[src/rtl/alu_stage_skid_buffer_if.sv]
// Handshake bundle for one side of the EX->MEM stage: valid/ready plus the
// lane vectors, destination register and the four control bits.
`timescale 1ns/1ps
interface alu_stage_skid_buffer_if #(
    parameter int N     = 18,
    parameter int LANES = 3,
    parameter int WA_W  = 4
);
    logic                        valid;
    logic                        ready;
    logic [0:LANES-1][N-1:0]     result;
    logic [0:LANES-1][N-1:0]     wdata;
    logic [WA_W-1:0]             wa3;
    logic                        pcsrc;
    logic                        regwrite;
    logic                        memtoreg;
    logic                        memwrite;

    modport master (
        output valid, result, wdata, wa3, pcsrc, regwrite, memtoreg, memwrite,
        input  ready
    );

    modport slave (
        input  valid, result, wdata, wa3, pcsrc, regwrite, memtoreg, memwrite,
        output ready
    );
endinterface

[src/rtl/alu_stage_skid_buffer.sv]
// EX->MEM pipeline stage with a 2-entry skid buffer: a head register feeding
// the outputs and a skid register catching one transfer under back-pressure.
`timescale 1ns/1ps
module alu_stage_skid_buffer #(
    parameter int N     = 18,
    parameter int LANES = 3,
    parameter int WA_W  = 4
) (
    input  logic                    clk,
    input  logic                    reset,
    input  logic                    flush,
    alu_stage_skid_buffer_if.slave  upstream,
    alu_stage_skid_buffer_if.master downstream,
    output logic [1:0]              occupancy
);

    typedef struct packed {
        logic [0:LANES-1][N-1:0] result;
        logic [0:LANES-1][N-1:0] wdata;
        logic [WA_W-1:0]         wa3;
        logic                    pcsrc;
        logic                    regwrite;
        logic                    memtoreg;
        logic                    memwrite;
    } entry_t;

    // Encoding chosen so bit 0 is the head-valid flag and bit 1 the skid-valid flag.
    typedef enum logic [1:0] {
        EMPTY = 2'b00,
        ONE   = 2'b01,
        FULL  = 2'b11
    } state_t;

    state_t state;
    state_t state_next;
    entry_t head;
    entry_t skid;
    entry_t in_entry;
    logic   h_v;
    logic   s_v;
    logic   acc;
    logic   pop;
    logic   load_head_in;
    logic   load_head_skid;
    logic   load_skid;

    assign in_entry = '{
        result:   upstream.result,
        wdata:    upstream.wdata,
        wa3:      upstream.wa3,
        pcsrc:    upstream.pcsrc,
        regwrite: upstream.regwrite,
        memtoreg: upstream.memtoreg,
        memwrite: upstream.memwrite
    };

    assign h_v = (state == ONE) || (state == FULL);
    assign s_v = (state == FULL);
    assign acc = upstream.valid && !s_v;
    assign pop = h_v && downstream.ready;

    always_ff @(posedge clk or posedge reset) begin
        if (reset) begin
            state <= EMPTY;
        end else begin
            state <= state_next;
        end
    end

    always_comb begin
        state_next     = state;
        load_head_in   = 1'b0;
        load_head_skid = 1'b0;
        load_skid      = 1'b0;
        if (flush) begin
            state_next = EMPTY;
        end else begin
            case (state)
                EMPTY: begin
                    if (acc) begin
                        load_head_in = 1'b1;
                        state_next   = ONE;
                    end
                end
                ONE: begin
                    if (pop && acc) begin
                        load_head_in = 1'b1;
                    end else if (pop) begin
                        state_next = EMPTY;
                    end else if (acc) begin
                        load_skid  = 1'b1;
                        state_next = FULL;
                    end
                end
                FULL: begin
                    if (pop) begin
                        load_head_skid = 1'b1;
                        state_next     = ONE;
                    end
                end
                default: state_next = EMPTY;
            endcase
        end
    end

    // A flush loads nothing, so the data fields keep their last values.
    always_ff @(posedge clk or posedge reset) begin
        if (reset) begin
            head <= '0;
            skid <= '0;
        end else begin
            if (load_head_in) begin
                head <= in_entry;
            end else if (load_head_skid) begin
                head <= skid;
            end
            if (load_skid) begin
                skid <= in_entry;
            end
        end
    end

    assign upstream.ready      = !s_v;
    assign downstream.valid    = h_v;
    assign downstream.result   = head.result;
    assign downstream.wdata    = head.wdata;
    assign downstream.wa3      = head.wa3;
    assign downstream.pcsrc    = head.pcsrc    && h_v;
    assign downstream.regwrite = head.regwrite && h_v;
    assign downstream.memtoreg = head.memtoreg && h_v;
    assign downstream.memwrite = head.memwrite && h_v;
    assign occupancy           = {s_v, h_v && !s_v};

endmodule

[src/flat_wrapper.sv]
// flat-port wrapper written by rule: the top's interface ports become plain ports
module alu_stage_skid_buffer_flat 
#(
    parameter int N     = 18,
    parameter int LANES = 3,
    parameter int WA_W  = 4
)
  (clk, reset, flush, occupancy, upstream_valid, upstream_result, upstream_wdata, upstream_wa3, upstream_pcsrc, upstream_regwrite, upstream_memtoreg, upstream_memwrite, upstream_ready, downstream_valid, downstream_result, downstream_wdata, downstream_wa3, downstream_pcsrc, downstream_regwrite, downstream_memtoreg, downstream_memwrite, downstream_ready);
  alu_stage_skid_buffer_if #(.N(N), .LANES(LANES), .WA_W(WA_W)) upstream_i ();
  alu_stage_skid_buffer_if #(.N(N), .LANES(LANES), .WA_W(WA_W)) downstream_i ();
  input  logic clk;
  input  logic reset;
  input  logic flush;
  output logic [1:0] occupancy;
  input wire logic [$bits(upstream_i.valid)-1:0] upstream_valid;
  input wire logic [$bits(upstream_i.result)-1:0] upstream_result;
  input wire logic [$bits(upstream_i.wdata)-1:0] upstream_wdata;
  input wire logic [$bits(upstream_i.wa3)-1:0] upstream_wa3;
  input wire logic [$bits(upstream_i.pcsrc)-1:0] upstream_pcsrc;
  input wire logic [$bits(upstream_i.regwrite)-1:0] upstream_regwrite;
  input wire logic [$bits(upstream_i.memtoreg)-1:0] upstream_memtoreg;
  input wire logic [$bits(upstream_i.memwrite)-1:0] upstream_memwrite;
  output wire logic [$bits(upstream_i.ready)-1:0] upstream_ready;
  output wire logic [$bits(downstream_i.valid)-1:0] downstream_valid;
  output wire logic [$bits(downstream_i.result)-1:0] downstream_result;
  output wire logic [$bits(downstream_i.wdata)-1:0] downstream_wdata;
  output wire logic [$bits(downstream_i.wa3)-1:0] downstream_wa3;
  output wire logic [$bits(downstream_i.pcsrc)-1:0] downstream_pcsrc;
  output wire logic [$bits(downstream_i.regwrite)-1:0] downstream_regwrite;
  output wire logic [$bits(downstream_i.memtoreg)-1:0] downstream_memtoreg;
  output wire logic [$bits(downstream_i.memwrite)-1:0] downstream_memwrite;
  input wire logic [$bits(downstream_i.ready)-1:0] downstream_ready;
  assign upstream_i.valid = upstream_valid;
  assign upstream_i.result = upstream_result;
  assign upstream_i.wdata = upstream_wdata;
  assign upstream_i.wa3 = upstream_wa3;
  assign upstream_i.pcsrc = upstream_pcsrc;
  assign upstream_i.regwrite = upstream_regwrite;
  assign upstream_i.memtoreg = upstream_memtoreg;
  assign upstream_i.memwrite = upstream_memwrite;
  assign upstream_ready = upstream_i.ready;
  assign downstream_valid = downstream_i.valid;
  assign downstream_result = downstream_i.result;
  assign downstream_wdata = downstream_i.wdata;
  assign downstream_wa3 = downstream_i.wa3;
  assign downstream_pcsrc = downstream_i.pcsrc;
  assign downstream_regwrite = downstream_i.regwrite;
  assign downstream_memtoreg = downstream_i.memtoreg;
  assign downstream_memwrite = downstream_i.memwrite;
  assign downstream_i.ready = downstream_ready;
  alu_stage_skid_buffer #(.N(N), .LANES(LANES), .WA_W(WA_W)) u_core (.clk(clk), .reset(reset), .flush(flush), .upstream(upstream_i), .downstream(downstream_i), .occupancy(occupancy));
endmodule
[config.mk]
export PLATFORM = sky130hd
export DESIGN_NAME = alu_stage_skid_buffer_flat
export DESIGN_NICKNAME = d
export VERILOG_FILES = /design/src/rtl/alu_stage_skid_buffer_if.sv /design/src/rtl/alu_stage_skid_buffer.sv /design/src/flat_wrapper.sv
export SDC_FILE = /design/constraint.sdc
export NUM_CORES = 1
export LEC_CHECK = 0
export BUFFER_PORTS_ARGS = -buffer_cell sky130_fd_sc_hd__buf_2
export CORE_AREA = 2 2 210 212
export DETAILED_ROUTE_END_ITERATION = 8
export DIE_AREA = 0 0 212 214
export SYNTH_ARGS = -nofsm -noshare
export SYNTH_HDL_FRONTEND = slang
export SYNTH_SLANG_ARGS = --single-unit
[constraint.sdc]
create_clock -name clk -period 16.2 [get_ports clk]
set_input_delay 0.81 -clock clk [delete_from_list [all_inputs] [get_ports clk]]
set_output_delay 0.81 -clock clk [all_outputs]
set_load 0.02 [all_outputs]
# After elaboration in Yosys (flattened, before gate mapping)

Cells that the tools add are included.

Output and inout bits: 120
Word-level logic and storage cells: 62
Register bits after elaboration: 234

Reductions and logical operators: 13
Muxes and demuxes: 20
Equal/unequal tests: 6

Operators with widths:

| cell                                                  | count |
|---|---|
| 2-to-1 mux 116 bit                                    | 2 |
| 2-to-1 mux 2 bit                                      | 6 |
| 2-to-1 mux 1 bit                                      | 10 |
| logical AND 1 bit                                     | 8 |
| inequality test 3 bit, second input constant          | 2 |
| one-hot mux 2 bit (3 select lines)                    | 1 |
| inequality test 4 x 2 -> 1 bit, second input constant | 1 |
| AND reduction 4 bit                                   | 1 |
| inequality test 3 x 2 -> 1 bit, second input constant | 1 |
| == test 2 x 1 -> 1 bit, second input constant         | 1 |
| == test 2 bit, second input constant                  | 1 |
| logical NOT 2 bit                                     | 1 |
| one-hot mux 1 bit (2 select lines)                    | 1 |
| nonzero test 2 bit                                    | 1 |
| logical NOT 1 bit                                     | 1 |
| logical OR 1 bit                                      | 1 |

# Depth between registers and ports, before layout

Gate-level depths: netlist of the first run.

Word-level depth: 8
Mapped depth: 9
Gate-level depth less buffers: 6

# Least setup slack after synthesis of the first run

No wires, ideal clock.

Path kind: input to register
Start: input port downstream_ready
End: register u_core.skid[107] (netlist bit)
Stages on the path: 6
Path slack: 14,110 ps
Data arrival time: 1,962 ps
Buffers on the path: 3
Required time: 16,073 ps
Library setup time: 127 ps
Cell sequence: nand2b_1 -> or3_1 -> buf_2 -> buf_6 -> buf_6 -> mux2_1

Word-level cells in the longest chain between the ends: 5

Ends and longest elaborated chain:

| item                                                  | RTL line                                                 | RTL |
|---|---|---|
| start: declaration                                    | flat_wrapper.sv:32                                       | `input wire logic [$bits(downstream_i.ready)-1:0] downstream_ready;` |
| logical AND 1 bit (*)                                 | alu_stage_skid_buffer.sv:60                              | `assign pop = h_v && downstream.ready;` |
| 2-to-1 mux 1 bit or logical AND 1 bit (tied branches) | alu_stage_skid_buffer.sv:88, alu_stage_skid_buffer.sv:86 |  |
| 2-to-1 mux 1 bit (*)                                  | alu_stage_skid_buffer.sv:86                              | `if (pop && acc) begin` |
| 2-to-1 mux 1 bit (*)                                  | alu_stage_skid_buffer.sv:78                              | `case (state)` |
| 2-to-1 mux 1 bit (*)                                  | alu_stage_skid_buffer.sv:75                              | `if (flush) begin` |
| end signal: assignment                                | alu_stage_skid_buffer.sv:118                             | `skid <= in_entry;` |
| end: declaration                                      | alu_stage_skid_buffer.sv:37                              | `entry_t skid;` |

Mark *: on every way between the ends. The rest lies on a longest branch, timed or not.
A chain may end at the register's enable or synchronous reset.

# Worst setup path in the final report of the first run

Start: register u_core.state[1]
End: register u_core.skid[43] (netlist bit)

Word-level cells in the longest chain between the ends: 8

Ends and longest elaborated chain:

| item                     | RTL line                                                 | RTL |
|---|---|---|
| start: declaration       | alu_stage_skid_buffer.sv:34                              | `state_t state;` |
| start signal: assignment | alu_stage_skid_buffer.sv:66                              | `state <= state_next;` |
| == test 2 bit            | alu_stage_skid_buffer.sv:57, alu_stage_skid_buffer.sv:58 |  |
| logical NOT 1 bit        | alu_stage_skid_buffer.sv:59                              | `assign acc = upstream.valid && !s_v;` |
| logical AND 1 bit        | alu_stage_skid_buffer.sv:59                              |  |
| 2-to-1 mux 1 bit         | alu_stage_skid_buffer.sv:90                              | `end else if (acc) begin` |
| 2-to-1 mux 1 bit         | alu_stage_skid_buffer.sv:88                              | `end else if (pop) begin` |
| 2-to-1 mux 1 bit         | alu_stage_skid_buffer.sv:86                              |  |
| 2-to-1 mux 1 bit (*)     | alu_stage_skid_buffer.sv:78                              |  |
| 2-to-1 mux 1 bit (*)     | alu_stage_skid_buffer.sv:75                              |  |

Marked as above.

==> flow_summary.json, run 1 <==
{
  "synth_top_area_cell": "dfrtp_1",
  "yosysTopAreaCellShare": 0.549,
  "antenna_found_initial": 4,
  "relSlewSlack": 0.339,
  "port_buffers": 240,
  "worstPathArrival_ps": 3530,
  "ant_nets": 0,
  "synth.area.top_cells": "dfrtp_1, mux2i_1, buf_4, mux2_2, mux2_1",
  "drtIter0Drc": 418,
  "clock_latency_ps": 550,
  "die_w_um": 212,
  "finalSetupTns_ps": 0,
  "cts_root_buf": "clkbuf_16",
  "clkPwrFrac": 0.299,
  "drtPass1Iterations": 4,
  "gp_congestion": 0.737,
  "finalSetupViolCount": 0,
  "fin_crit_ps": 3110,
  "hp-class": "in2async",
  "syn_to_final_growth_pct": 17.8,
  "pwr-share-seq": 0.439,
  "max_freq_mhz": 322,
  "ys_ff_latch": 234,
  "switching_share": 0.321,
  "yosysUniqueCellTypes": 27,
  "grt-ovfl-total": 0,
  "switchingPower_mw": 0.701,
  "grt_pass1_wl_mm": 37.1,
  "p_int_mw": 1.48,
  "dieHeight_um": 214,
  "grt_pass1_vias": 6774,
  "worst_setup_path_end_kind": "flop",
  "clock-sinks": 234,
  "peakVddDrop_mv": 0.0965,
  "row_count": 76,
  "drv_slew": 0,
  "wirelength_mm": 23.4,
  "maxCapViolCount": 0,
  "clk_pin_slew_ps": 60,
  "synth_fp_nets": 1018,
  "crit_type": "reg2reg",
  "start_kind": "flop",
  "ys_seq_area_frac": 0.549,
  "cp_max_fo": 62,
  "power_frac_comb": 0.262,
  "wl_per_cell_um": 14.4,
  "drive_above_1_share": 0.359,
  "core_mm2": 0.0429,
  "rsz0062_at_grt": "no",
  "start_util": 0.249,
  "status": "completed",
  "vias_per_cell": 4.08,
  "cp.required_ps": 16620,
  "p_total_mw": 2.18,
  "finClkSkew_ps": 19.9,
  "gr-usage-all-layers": 0.101,
  "period_share": 0.192,
  "cts_hold_buffers": 0,
  "ios": 241,
  "powerDensity_mw_per_mm2": 174,
  "hold_viol": 0,
  "cellLeakagePower_nw": 6.50,
  "place_hpwl_mm": 15.0,
  "dieArea_mm2": 0.0454,
  "worst_slew_pin_slew_ps": 991,
  "grt_max_degree": 101,
  "drc": 0,
  "clk_path_buf_depth": 3,
  "cts_tree": "done",
  "syn_inst": 892,
  "fin_nets": 1133,
  "syn-mean-instance-area_um2": 12.0,
  "cts_made_buffers": 28,
  "cts_resized": 0,
  "h-tree-depth": 1,
  "vias": 6593,
  "post-cts-setup-buffer-count": 0,
  "synth_area_mm2": 0.0107,
  "yosys_warnings": 0
}
-- routing by layer --
metal / routed length [um] / track usage
met1: 9920 / 0.124
met2: 10900 / 0.166
met3: 1810 / 0.0311
met4: 670 / 0.0397
met5: 0 / 0
-- power by group through the flow --
stage	Clock [mW]	Sequential, mW	Combinational, mW
3_5_place_dp	0	0.969	0.584
6_report	0.654	0.958	0.572
5_1_grt	0.702	0.991	0.632
4_1_cts	0.678	0.960	0.584
3_3_place_gp	0	0.954	0.566
2_1_floorplan	0	0.934	0.545
-- flip-flops by register name, indices dropped and copies added, names as in the netlist --
signal and flops:
u_core.state 2, u_core.downstream.result 54, u_core.downstream.wa3 4, u_core.downstream.wdata 54, u_core.head 4, u_core.skid 116
-- critical path, cell delays in order, from the launching register on --
cell,delay [ps]
dfrtp_1,370
inv_1,110
ha_1,270
nand2b_1,160
or3_4,790
buf_4,800
mux2_2,410
-- synth_stat cells --
library cell and count:
a211oi_1 1, a21oi_1 1, a2bb2oi_1 1, buf_1 3, buf_2 31, buf_4 113, buf_6 4, clkbuf_1 13
dfrtp_1 234, ha_1 5, inv_1 5, mux2_1 49, mux2_2 67, mux2i_1 116, nand2_1 117, nand2b_1 2
nand2b_4 1, nand3b_1 1, nor2_1 1, nor2b_1 5, nor3_2 1, o211ai_1 1, o21a_1 1, o21ai_0 108
o21ai_1 8, o31ai_1 2, or3_1 1
-- metrics by stage --
stage          hold WS (ps)  instances   util  instance area [um2]  setup WS [ps]
5_1_grt                 435       1616  0.293                12600          12860
6_report                382       1617  0.293                12600          13090
2_1_floorplan           464        892      -                10700           8970
3_5_place_dp            480       1562  0.270                11600          12820
3_3_place_gp            473       1562  0.270                11600          12900
4_1_cts                 393       1614  0.293                12600          13020
-- placed cells by master, fill, tap and decap left out, types with 2 or more instances in the layout --
cell and count:
mux2_1 49, mux2i_1 116, o21ai_1 8, buf_4 9, ha_1 5, o21ai_0 108, inv_8 2, clkinv_4 2
nand2b_1 2, nor2b_1 5, o31ai_1 2, mux2_2 67, clkbuf_8 5, bufinv_16 3, dfrtp_1 234, nand2_1 117
buf_2 240, inv_1 4, diode_2 3, clkbuf_1 3, clkinvlp_4 3, clkbuf_16 29, clkinv_2 6
-- logic make-up (layout without fill, tap and decap cells) --
family,after synthesis,count (layout),share of synthesized area
other,0,3,0
AND/OR/NAND/NOR,129,129,0.0491
adder cells (fa/ha/maj),5,5,0.00586
multiplexers,232,232,0.231
buffers and inverters,169,306,0.106
flip-flops,234,234,0.549
AO/OA/AOI/OAI,123,123,0.0592
-- area by class of cell --
type	count	area [um2]
inverter	5	26.3
clock inverter	15	171
tap	585	732
multi-input combinational	489	3700
fill	4431	30300
clock buffer	37	806
antenna	3	7.51
timing repair buffer	249	1270
sequential	234	5860
-- final timing paths --
| check | depth (start not counted) | endpoint | slack [ps] | startpoint |
|---|---|---|---|---|
| max | 6 | u_core.skid[43]$_DFFE_PP0P_ | 13090 | u_core.state[1]$_DFFE_PP0P_ |
| min | 2 | u_core.downstream.result[20]$_DFFE_PP0P_ | 380 | reset |
| max reg2reg | 6 | u_core.skid[43]$_DFFE_PP0P_ | 13090 | u_core.state[1]$_DFFE_PP0P_ |
| min reg2reg | 1 | u_core.skid[113]$_DFFE_PP0P_ | 490 | u_core.skid[113]$_DFFE_PP0P_ |
| max in group asynchronous | 3 | u_core.downstream.wdata[52]$_DFFE_PP0P_ | 14410 | reset |
| min in group clk | 3 | u_core.downstream.result[20]$_DFFE_PP0P_ | 470 | upstream_result[20] |
Note: power is estimated with default switching activity, not from simulation.
==> run 2: changes to the inputs <==
clock period = 3.2 ns   (was 16.2 ns; I/O delays follow)
==> flow_summary.json, run 2 (synthesis gave the netlist of run 1 again) <==
{
  "status": "completed",
  "crit_chain": "ha_1, nand2b_4, or3_4, buf_12, buf_4, mux2_2",
  "cp_max_fo": 30,
  "largest_register": "u_core.skid",
  "vias_per_cell": 4.09,
  "peakVddDrop_mv": 0.451,
  "ios": 241,
  "fillers": 4331,
  "wirelength_mm": 24.8,
  "post-cts-setup-buffer-count": 0,
  "grt-ovfl-total": 0,
  "cts_hold_buffers": 119,
  "clock_latency_ps": 550,
  "finClkSkew_ps": 11.1,
  "cpPeakStageDelay_ps": 560,
  "start_kind": "flop",
  "cp.required_ps": 3630,
  "hold_viol": 0,
  "pre_cts_ws_ps": 916,
  "place_hpwl_mm": 15.4,
  "fin_util": 0.324,
  "gr-usage-all-layers": 0.110,
  "clk_path_buf_depth": 3,
  "hold-path-cell-count": 5,
  "grt_pass1_wl_mm": 40.4,
  "drive_above_1_share": 0.324,
  "core_mm2": 0.0429,
  "cts_root_buf": "clkbuf_16",
  "grt_max_degree": 131,
  "dieArea_mm2": 0.0454,
  "hp-class": "in2reg",
  "cellLeakagePower_nw": 7.06,
  "max_freq_mhz": 437,
  "drc": 0,
  "mostFrequentLayoutCells": "buf_2, dfrtp_1, dlygate4sd3_1, nand2_1, mux2i_1",
  "worst_setup_path_end_kind": "flop",
  "worst_slew_pin_slew_ps": 715,
  "gp_congestion": 0.698,
  "drtIter0Drc": 237,
  "cts_made_buffers": 28,
  "rsz0062_at_grt": "no",
  "hold_end": "u_core.state[0]$_DFFE_PP0P_",
  "holdCritStartpoint": "downstream_ready",
  "syn_to_final_growth_pct": 30.3,
  "largest_reg_flops": 116,
  "cts_resized": 0,
  "port_buffers": 240,
  "clock-sinks": 234,
  "reg2reg_slack_ps": 910,
  "die_w_um": 212,
  "wl_per_cell_um": 14.2,
  "cts_tree": "done",
  "fin_nets": 1257,
  "period_share": 0.715,
  "drv_slew": 0,
  "powerDensity_mw_per_mm2": 813,
  "layout_setup_ws_ps": 912,
  "crit_type": "reg2reg",
  "antenna_found_initial": 2,
  "clk_pin_slew_ps": 60,
  "r2r_end": "u_core.skid[11]$_DFFE_PP0P_",
  "worstPathArrival_ps": 2720,
  "drtPass1Iterations": 6,
  "grt_pass1_vias": 7714,
  "finalSetupViolCount": 0,
  "crit_slowest_cell": "or3_4",
  "vias": 7113,
  "fin_crit_ps": 2290,
  "p_total_mw": 11.3,
  "relSlewSlack": 0.522,
  "r2r_start": "u_core.state[0]$_DFFE_PP0P_",
  "reg2regPathDepth": 6,
  "ant_nets": 0,
  "h-tree-depth": 1,
  "mostFrequentLayoutCell": "buf_2",
  "row_count": 76,
  "maxCapViolCount": 0,
  "start_util": 0.249,
  "finalSetupTns_ps": 0,
  "dieHeight_um": 214
}
run 2: worst max-delay path by stage:
stage / startpoint / endpoint / slack [ps] / depth (start not counted)
3_5_place_dp: u_core.state[0]$_DFFE_PP0P_ / u_core.skid[15]$_DFFE_PP0P_ / 920 / 6
4_1_cts: u_core.state[0]$_DFFE_PP0P_ / u_core.skid[15]$_DFFE_PP0P_ / 890 / 6
5_1_grt: u_core.state[1]$_DFFE_PP0P_ / u_core.skid[15]$_DFFE_PP0P_ / 810 / 7
6_report: u_core.state[0]$_DFFE_PP0P_ / u_core.skid[11]$_DFFE_PP0P_ / 910 / 6
2_1_floorplan: reset / u_core.downstream.result[0]$_DFFE_PP0P_ / -20 / 1
3_3_place_gp: u_core.state[0]$_DFFE_PP0P_ / u_core.skid[11]$_DFFE_PP0P_ / 930 / 6
run 2: worst max-delay path: cells and delay by family (launching register included):
kind | cells | cell delay, ps
flip-flops | 1 | 410
multiplexers | 1 | 270
AND/OR/NAND/NOR | 2 | 750
buffers and inverters | 2 | 440
adder cells (fa/ha/maj) | 1 | 280
run 2: cell type report:
class / instances / area [um2] / area share
Antenna cell: 1 / 2.50 / 0.000180
Multi-Input combinational cell: 489 / 3700 / 0.266
Inverter: 5 / 22.5 / 0.00162
Tap cell: 585 / 732 / 0.0526
Timing Repair Buffer: 373 / 2600 / 0.187
Sequential cell: 234 / 5860 / 0.421
Clock buffer: 39 / 823 / 0.0592
Clock inverter: 13 / 174 / 0.0125
run 2: per-layer routing:
layer,wire length [um],vias to the layer above,global-route usage
li1,-,3409,-
met5,7,-,0
met2,11900,167,0.191
met3,1860,41,0.0368
met4,733,2,0.0329
met1,10300,3494,0.126
run 2: where the power goes:
group | total, mW | switching, mW | internal (mW)
clock network | 3.39 | 1.28 | 2.11
logic | 3.04 | 1.66 | 1.38
registers | 4.87 | 0.644 | 4.23
run 2: through the flow:
stage | std cells | cell area, um2 | hold WS (ps)
global placement | 1567 | 11700 | 309
detailed placement | 1567 | 11700 | 319
CTS | 1738 | 13900 | 67.1
finish | 1739 | 13900 | 124
global route | 1738 | 13900 | 150
floorplan | 892 | 10700 | 255
==> run 3: changes to the inputs <==
ABC_AREA = 1   (was not set)
CORE_AREA = 2 2 224 226   (was 2 2 210 212)
DIE_AREA = 0 0 226 228   (was 0 0 212 214)
clock period = 1.9 ns   (was 3.2 ns; I/O delays follow)
==> flow_summary.json, run 3 <==
{
  "fin_crit_ps": 1830,
  "multiInputGateArea_mm2": 0.00454,
  "largest_reg_flops": 116,
  "cp_max_fo": 4,
  "cts_made_buffers": 28,
  "finClkSkew_ps": 6.24,
  "finalSetupViolCount": 0,
  "rsz0062_at_grt": "no",
  "ys_seq_area_frac": 0.484,
  "drtIter0Drc": 911,
  "drive_above_1_share": 0.202,
  "yosysTopAreaCellShare": 0.484,
  "gr-usage-all-layers": 0.137,
  "syn_to_final_growth_pct": 31.0,
  "pre_cts_ws_ps": 7.55,
  "worst_setup_path_end_kind": "output pin",
  "port_buffers": 240,
  "peakVddDrop_mv": 0.685,
  "mostFrequentLayoutCells": "nand2_1, nand3_1, buf_2, dfrtp_1, inv_1",
  "drtPass1Iterations": 7,
  "ys_ff_latch": 234,
  "dieArea_mm2": 0.0515,
  "wl_per_cell_um": 15.5,
  "crit_slowest_cell": "dfrtp_2",
  "grt-ovfl-total": 0,
  "relSlewSlack": 0.577,
  "max_freq_mhz": 548,
  "start_util": 0.245,
  "grt_max_degree": 128,
  "worstPathArrival_ps": 1730,
  "reg2regPathDepth": 6,
  "yosys_warnings": 0,
  "grt_pass1_vias": 10867,
  "antenna_found_initial": 1,
  "seqCellArea_mm2": 0.00586,
  "yosysUniqueCellTypes": 17,
  "largest_register": "u_core.skid",
  "grt_pass1_wl_mm": 57.9,
  "synth_top_area_cell": "dfrtp_1",
  "crit_type": "reg2out",
  "cp-startpoint": "u_core.state[1]$_DFFE_PP0P_",
  "synth_edf_count": 0,
  "cts_root_buf": "clkbuf_16",
  "yosysMostFrequentCell": "nand2_1",
  "cpPeakStageDelay_ps": 440,
  "period_share": 0.961,
  "h-tree-depth": 1,
  "synth.area.top_cells": "dfrtp_1, nand2_1, nand3_1, buf_4, nand4_1",
  "clk_pin_slew_ps": 60,
  "row_count": 82,
  "gp_congestion": 0.752,
  "drv_slew": 0,
  "async_flop_share": 1.00,
  "clock-sinks": 234,
  "place_hpwl_mm": 21.8,
  "ant_nets": 0,
  "clk_path_buf_depth": 3,
  "cellLeakagePower_nw": 8.25,
  "crit_chain": "ha_4, buf_8, inv_2, nand2_4, inv_8, nor2_4, buf_6",
  "status": "completed",
  "synth_area_mm2": 0.0121,
  "fillers": 5098,
  "die_w_um": 226,
  "hold_viol": 0,
  "ys.flop_type": "dfrtp_1",
  "ios": 241,
  "vias": 11144,
  "layout_setup_ws_ps": 74.4,
  "fin_nets": 1888,
  "r2r_start": "u_core.state[0]$_DFFE_PP0P_",
  "cp.required_ps": 1800,
  "worst_slew_pin_slew_ps": 634,
  "wirelength_mm": 37.9,
  "hp-class": "in2async",
  "maxCapViolCount": 0,
  "synth_fp_nets": 1685,
  "drc": 0,
  "mostFrequentLayoutCell": "nand2_1",
  "ys_top_cells_by_count": "nand2_1, nand3_1, dfrtp_1",
  "dieHeight_um": 228,
  "syn_inst": 1559,
  "clock_latency_ps": 560,
  "syn-mean-instance-area_um2": 7.77,
  "start_kind": "flop",
  "powerDensity_mw_per_mm2": 1310,
  "cts_tree": "done",
  "vias_per_cell": 4.54,
  "fin_util": 0.321,
  "core_mm2": 0.0493
}
==> run 3: cell types whose count changed after synthesis, sizes merged, moves of 116 or more <==
cell and change:
nand2 +358, mux2i -116, mux2 -116, inv +125, nand4 +117, nand3 +235
==> run 3: final timing paths <==
| check | endpoint | slack (ps) |
|---|---|---|
| max | downstream_regwrite | 70 |
| max in group asynchronous | u_core.downstream.wdata[23]$_DFFE_PP0P_ | 1130 |
| min in group clk | u_core.state[1]$_DFFE_PP0P_ | 200 |
| min | u_core.downstream.result[28]$_DFFE_PP0P_ | 180 |
| min reg2reg | u_core.skid[38]$_DFFE_PP0P_ | 490 |
| max reg2reg | u_core.skid[46]$_DFFE_PP0P_ | 100 |
==> run 3: worst max-delay path, delay by kind of cell, from the launching register on <==
family	cells	cell delay (ps)
adders and majority gates	1	200
DFF	1	440
and+or+nand+nor	2	110
buffers and inverters	4	410
==> run 3: kinds of logic (layout without fill, tap and decap cells) <==
logic type      count (synthesis)  count (layout)  synth area share
buf+inv                       367             587             0.154
compound gates                118             118            0.0488
fa+ha+maj                       5               5           0.00517
simple gates                  835             836             0.309
other cells                     0               2                 0
flops                         234             234             0.484
==> run 3: layout make-up <==
cell class	count	area share
diodes	2	0.000315
clock buffers	37	0.0495
clock inverters	11	0.0102
inverters	130	0.0316
multi-input cells	959	0.286
flip-flops and latches	234	0.369
well taps	672	0.0530
repair buffers	409	0.200
==> run 3: where the power goes <==
group / switching (mW) / internal (mW)
combinational: 4.18 / 2.50
clock: 2.20 / 3.42
sequential: 1.25 / 7.21
total: 7.63 / 13.1
==> run 3: per-stage QoR <==
step	area (um2)	TNS, ps	instances	hold slack, ps	total power [mW]
final	15900	0	2454	176	20.8
after global placement	13300	0	2272	198	14.4
after detailed placement	13300	0	2272	217	14.6
after floorplan	12100	-294580	1559	261	13.6
after global routing	15900	0	2453	192	22.2
after CTS	15600	-5.25	2445	148	20.7
==> run 3: timing repair <==
item                                    in CTS  in global routing
buffers inserted                             7                  1
cloned                                       0                  6
endpoints found under the setup margin       7                105
hold endpoints to repair                   468                  0
resized for setup                           29                 22
hold buffers                               119                  0
pin swaps                                    3                  5
==> run 3: metal layers <==
layer / vias to the layer above / global-route usage / routed length, um
met5: - / 0 / 0
met4: 0 / 0.0375 / 692
met3: 48 / 0.0305 / 2620
met2: 368 / 0.223 / 17400
met1: 5362 / 0.183 / 17200
li1: 5366 / - / -
